<file path="src/rtl/dmem_arbiter.sv">
// -----------------------------------------------------------------------------
// dmem_arbiter
//
// Two-port arbiter/sequencer in front of the single-port 64-byte data memory.
// Port 0 is the CPU load/store unit, port 1 is the debug/DMA loader. A granted
// request is registered in IDLE, presented to the memory for exactly one
// ACCESS cycle, and completed with a one-cycle done pulse in RESP. Req seen in
// IDLE at cycle N gives done at cycle N+2; peak rate is one access per 3 cycles.
//
// Parameters:
//   ADDR_W      address width of requesters and memory
//   DATA_W      data width (byte lane is DATA_W/2)
//   FIXED_PRIO  0 = round-robin on contention, 1 = port 0 always wins ties
//
// Ports:
//   clk, rst_n              clock, synchronous active-low reset
//   req*/we*/word*          request, write enable, 2-byte (1) or 1-byte (0)
//   addr*/wdata*            byte address, write data (byte writes use [7:0])
//   done*/err*              completion pulse, error flag valid with done
//   rdata                   read data, valid from the done cycle of a read
//   busy                    high whenever the sequencer is not in IDLE
//   mem_wmem/memc/addr/din  memory write strobe, size select, address, data
//   mem_dout                combinational read data from the memory
//
// Build option:
//   DMEM_ARB_MISALIGN_CHK_EN  when defined, a word access with addr[0]=1 is
//   not sent to the memory and completes with err set; otherwise err* are 0
//   and the memory aligns misaligned word accesses itself.
// -----------------------------------------------------------------------------
module dmem_arbiter #(
  parameter int ADDR_W     = 16,
  parameter int DATA_W     = 16,
  parameter int FIXED_PRIO = 0
) (
  input  logic              clk,
  input  logic              rst_n,
  input  logic              req0,
  input  logic              req1,
  input  logic              we0,
  input  logic              we1,
  input  logic              word0,
  input  logic              word1,
  input  logic [ADDR_W-1:0] addr0,
  input  logic [ADDR_W-1:0] addr1,
  input  logic [DATA_W-1:0] wdata0,
  input  logic [DATA_W-1:0] wdata1,
  output logic              done0,
  output logic              done1,
  output logic              err0,
  output logic              err1,
  output logic [DATA_W-1:0] rdata,
  output logic              busy,
  output logic              mem_wmem,
  output logic              mem_memc,
  output logic [ADDR_W-1:0] mem_addr,
  output logic [DATA_W-1:0] mem_din,
  input  logic [DATA_W-1:0] mem_dout
);

  typedef enum logic [1:0] {
    ST_IDLE   = 2'd0,
    ST_ACCESS = 2'd1,
    ST_RESP   = 2'd2
  } state_t;

  state_t            state, state_next;
  logic              win;        // latched winner id (0 = port 0)
  logic              rr_ptr;     // port favoured on the next tie
  logic              grant;
  logic              win_sel;
  logic              misalign;

  logic              l_we;
  logic              l_word;
  logic [ADDR_W-1:0] l_addr;
  logic [DATA_W-1:0] l_wdata;

`ifdef DMEM_ARB_MISALIGN_CHK_EN
  assign misalign = l_word & l_addr[0];
`else
  assign misalign = 1'b0;
`endif

  assign busy = (state != ST_IDLE);

  // Winner selection; only consumed in the IDLE grant cycle.
  always_comb begin
    win_sel = 1'b0;
    if (req0 && req1) begin
      win_sel = (FIXED_PRIO != 0) ? 1'b0 : rr_ptr;
    end else if (req1) begin
      win_sel = 1'b1;
    end
  end

  // NOTE: every output of this block gets a default before the case, so no
  // path leaves a signal unassigned and no latch is inferred.
  always_comb begin
    state_next = state;
    grant      = 1'b0;
    done0      = 1'b0;
    done1      = 1'b0;
    err0       = 1'b0;
    err1       = 1'b0;
    mem_wmem   = 1'b0;
    mem_memc   = 1'b0;
    mem_addr   = '0;
    mem_din    = '0;
    case (state)
      ST_IDLE: begin
        if (req0 || req1) begin
          grant      = 1'b1;
          state_next = ST_ACCESS;
        end
      end
      ST_ACCESS: begin
        // A rejected misaligned access leaves the memory bus fully idle.
        if (!misalign) begin
          mem_wmem = l_we;
          mem_memc = l_word;
          mem_addr = l_addr;
          mem_din  = l_wdata;
        end
        state_next = ST_RESP;
      end
      ST_RESP: begin
        done0      = ~win;
        done1      = win;
        err0       = ~win & misalign;
        err1       = win & misalign;
        state_next = ST_IDLE;
      end
      default: state_next = ST_IDLE;
    endcase
  end

  // NOTE: state is updated with non-blocking assignments so every register
  // samples the pre-edge values of the others.
  always_ff @(posedge clk) begin
    if (!rst_n) begin
      state  <= ST_IDLE;
      win    <= 1'b0;
      rr_ptr <= 1'b0;
      rdata  <= '0;
    end else begin
      state <= state_next;
      if (grant) begin
        win <= win_sel;
      end
      if (state == ST_ACCESS && !l_we && !misalign) begin
        rdata <= mem_dout;
      end
      if (state == ST_RESP) begin
        rr_ptr <= ~win;
      end
    end
  end

  // NOTE: the request payload is deliberately not reset; it is only observed
  // in ACCESS/RESP, which always follow a grant that reloads it.
  always_ff @(posedge clk) begin
    if (grant) begin
      l_we    <= win_sel ? we1    : we0;
      l_word  <= win_sel ? word1  : word0;
      l_addr  <= win_sel ? addr1  : addr0;
      l_wdata <= win_sel ? wdata1 : wdata0;
    end
  end

endmodule

</file>
<file path="config.mk">
export PLATFORM = sky130hd
export DESIGN_NAME = dmem_arbiter
export DESIGN_NICKNAME = d
export VERILOG_FILES = /design/src/rtl/dmem_arbiter.sv
export SDC_FILE = /design/constraint.sdc
export NUM_CORES = 1
export LEC_CHECK = 0
export ABC_CLOCK_PERIOD_IN_PS = 3000
export BUFFER_PORTS_ARGS = -buffer_cell sky130_fd_sc_hd__buf_4
export CAP_MARGIN = 10
export CORE_UTILIZATION = 47
export CTS_CLUSTER_DIAMETER = 40
export DETAILED_ROUTE_END_ITERATION = 6
export PLACE_DENSITY = 0.85
export RECOVER_POWER = 25
export REMOVE_ABC_BUFFERS = 1
export SLEW_MARGIN = 20
export SYNTH_ARGS = -nofsm -noshare
export SYNTH_HDL_FRONTEND = slang
export SYNTH_SLANG_ARGS = --single-unit
</file>
<file path="constraint.sdc">
create_clock -name clk -period 3 [get_ports clk]
set_input_delay 0.15 -clock clk [delete_from_list [all_inputs] [get_ports clk]]
set_output_delay 0.15 -clock clk [all_outputs]
set_load 0.05 [all_outputs]
</file>
==> impl_results.md <==
- Status: complete, no violations
- Nets: 426
- Ys flop type: edfxtp_1
- Async SR Flop Fraction: 0
- RSZ-0062 raised after global routing: false
- Setup crit start: state[0]
- Routability cong.: 0.723
- Pins Over Slew Limit: 0
- Root Driver: clkbuf_8
- Seq/Total Area, Yosys: 0.574
- Chip height: 74.6 um
- R2r startpoint: rr_ptr
- Area contributors post-synth: edfxtp_1 41%, dfxtp_1 16%, mux2_2 15%
- Slew HR: 0.333
- Total power: about 1700 uW
- Post-route cell area: ~3500 sq um
- Syn Area/Cell: about 12 sq um
- Unique masters post-synth: 26
- Port bufs: 140
- Wire per inst: around 13 um
- Residual DRC count: 0
- Final WS setup: 1.08 ns
- Critical path type: reg -> out
- Maximum buffer depth of the clock tree: 2
- Finished Layout Cells: 409
- Cells after DPL: 401
- Mapped Cells: 203
- Max cap viols: 0
- EDFF count, synth: 34
- Top-level I/O count: between 100 and 150
- Hold Startpoint: mem_dout[11]
- Fin Setup TNS: 0 ns
- Wire length of the first global-routing pass: 7850 um
- Rows: 26
- Crit path required time: 2.85 ns
- Hold Crit Class: in -> reg
- Power Dens Cells: between 400 and 500 nW/um^2
- Worst-margin pin slew: approximately 1.0 ns
- RR Endpoint: l_wdata[0]
- WL final: roughly 5500 um
- Place WS: between 1 and 1.5 ns
- Comb power frac: 0.267
- Fin. Hold Viols: 0
- P_int: approximately 1200 uW
- Layout area overhead: 42.7%
- Worst hold stages: 3
- TritonCTS Buffers: 5
- Ys Warns: 0
- Total Routing Usage GR: 0.191
- Reg-to-reg slack, setup: approximately 1.2 ns
- CP Capture Type: primary output
- Avg Vias per Cell: 4.74
- Reg2Reg Depth: 3
- PostCTS Resize Cnt: 0
- Crit path launch type: register
- Largest area contributor in the netlist: edfxtp_1
- Vias in the first global route: around 1700
- Worst vdd ir: around 0.28 mV
- Postcts setup bufs: 0
- Sw Pwr: a little over 500 uW
- Sw Share: 0.299
- Post-DP Area: ~3500 sq um
- DR vias: approximately 1900
- Clk network pwr share: 0.219
- H-tree depth: 2
- Flop pwr share: 0.514
- Aggregate global routing overflow: 0
- Setup-failing EPs final: 0
- Die area: ~5600 sq um
- Clock Skews: 0.00512 ns
- Clk sinks: 54
- Core ar.: between 5000 and 6000 sq um
- CTS Hold Bufs: 0
- Mapped Area: 2470 sq um
- Arrival time worst endpoint: between 1.5 and 2 ns
- Largest net degree at the start of global routing: 38
- Initial Util: 0.488
- Initial antenna violation count: 0
- DP HPWL: 4040 um
- Final period utilization: 0.641
- Antenna Violating Nets Remaining: 0
- Share of cells above drive strength 1: 0.484
- CP max FO: 35
- Cell with the most instances after synthesis: and2_1
- Worst-skew pair later-pin latency: 0.29 ns
- Tmin final: approximately 1.9 ns
- DRT iter0 DRCs: a little under 70
- Clk slew on worst S/H paths: approximately 0.09 ns
- Antenna fix cells: 0
- Top achievable clock speed: between 500 and 600 MHz
- Top cells by count, synth: 36 x and2_1, 34 x edfxtp_1, 32 x mux2_2
- Yosys reg bits: between 50 and 60
- Min-Delay Endpoint: rdata[11]
- CTS tree: done
- Chip width: between 70 and 80 um
- Share of Yosys cell area claimed by the top area cell type: 0.413
- P_leak: 0.00151 uW
- Initial DRT Pass Iterations: 4
## critical path, stage by stage (launching register included)
cell     delay (ns)
dfxtp_1        0.41
inv_1          0.11
nor2_4         0.50
and2_1         0.24
buf_4          0.20
## layer usage
| metal | track usage | vias to the layer above | wire (um) |
|---|---|---|---|
| li1 | - | 970 | - |
| met1 | 0.217 | 870 | 2090 |
| met2 | 0.338 | 95 | 2750 |
| met3 | 0.0745 | 2 | 612 |
| met4 | 0.0440 | 0 | 26 |
| met5 | 0 | - | 0 |
## worst max path at each step
stage	to	slack (ns)
final	mem_addr[0]	1.08
after global routing	mem_addr[0]	0.93
after CTS	mem_addr[0]	1.02
after detailed placement	l_wdata[0]	1.18
after global placement	l_wdata[11]	1.26
after floorplan	done0	1.19
## cell families (layout without fill, tap and decap cells)
family	Yosys count	after routing	synth area share
muxes	34	34	0.155
and+or+nand+nor	75	75	0.171
other	1	2	0.00152
DFF	54	54	0.574
AOI/OAI and AO/OA	21	21	0.0495
buffers and inverters	18	153	0.0485
## layout by cell type, fill, tap and decap left out, drive strengths merged
master / instances
clkbuf: 26
mux2: 34
nand3: 16
o21ai: 18
o21a: 1
and3: 1
and2: 36
o311ai: 1
edfxtp: 34
buf: 122
a21oi: 1
nor3b: 3
dfxtp: 20
nor2: 2
nand2: 17
inv: 3
conb: 2
clkinv: 2
## power groups by stage
stage               combinational, uW  sequential (uW)  clock (uW)
finish                            462              889         380
global route                      490              897         427
CTS                               479              889         394
detailed placement                478              906           0
global placement                  471              904           0
floorplan                         249              938           0
## flip-flops by register name (all words and copies together), names as in the netlist
register	cells
l_addr	16
l_wdata	16
rdata	16
state	2
l_we	1
l_word	1
rr_ptr	1
win	1
## cell type report
| class | count | area, sq um |
|---|---|---|
| clock inverters | 2 | 8.76 |
| flip-flops and latches | 54 | 1420 |
| well taps | 70 | 87.6 |
| inverters | 3 | 11.3 |
| multi-input cells | 132 | 937 |
| clock buffers | 6 | 72.6 |
| repair buffers | 142 | 992 |
| fillers | 404 | 1540 |
## per-stage QoR
| step | util | hold WS (ns) |
|---|---|---|
| after floorplan | - | 0.272 |
| after global placement | 0.694 | 0.364 |
| after detailed placement | 0.694 | 0.370 |
| after CTS | 0.710 | 0.0580 |
| after global routing | 0.696 | 0.0527 |
| final | 0.696 | 0.0663 |
(Power assumes the default switching activity.)
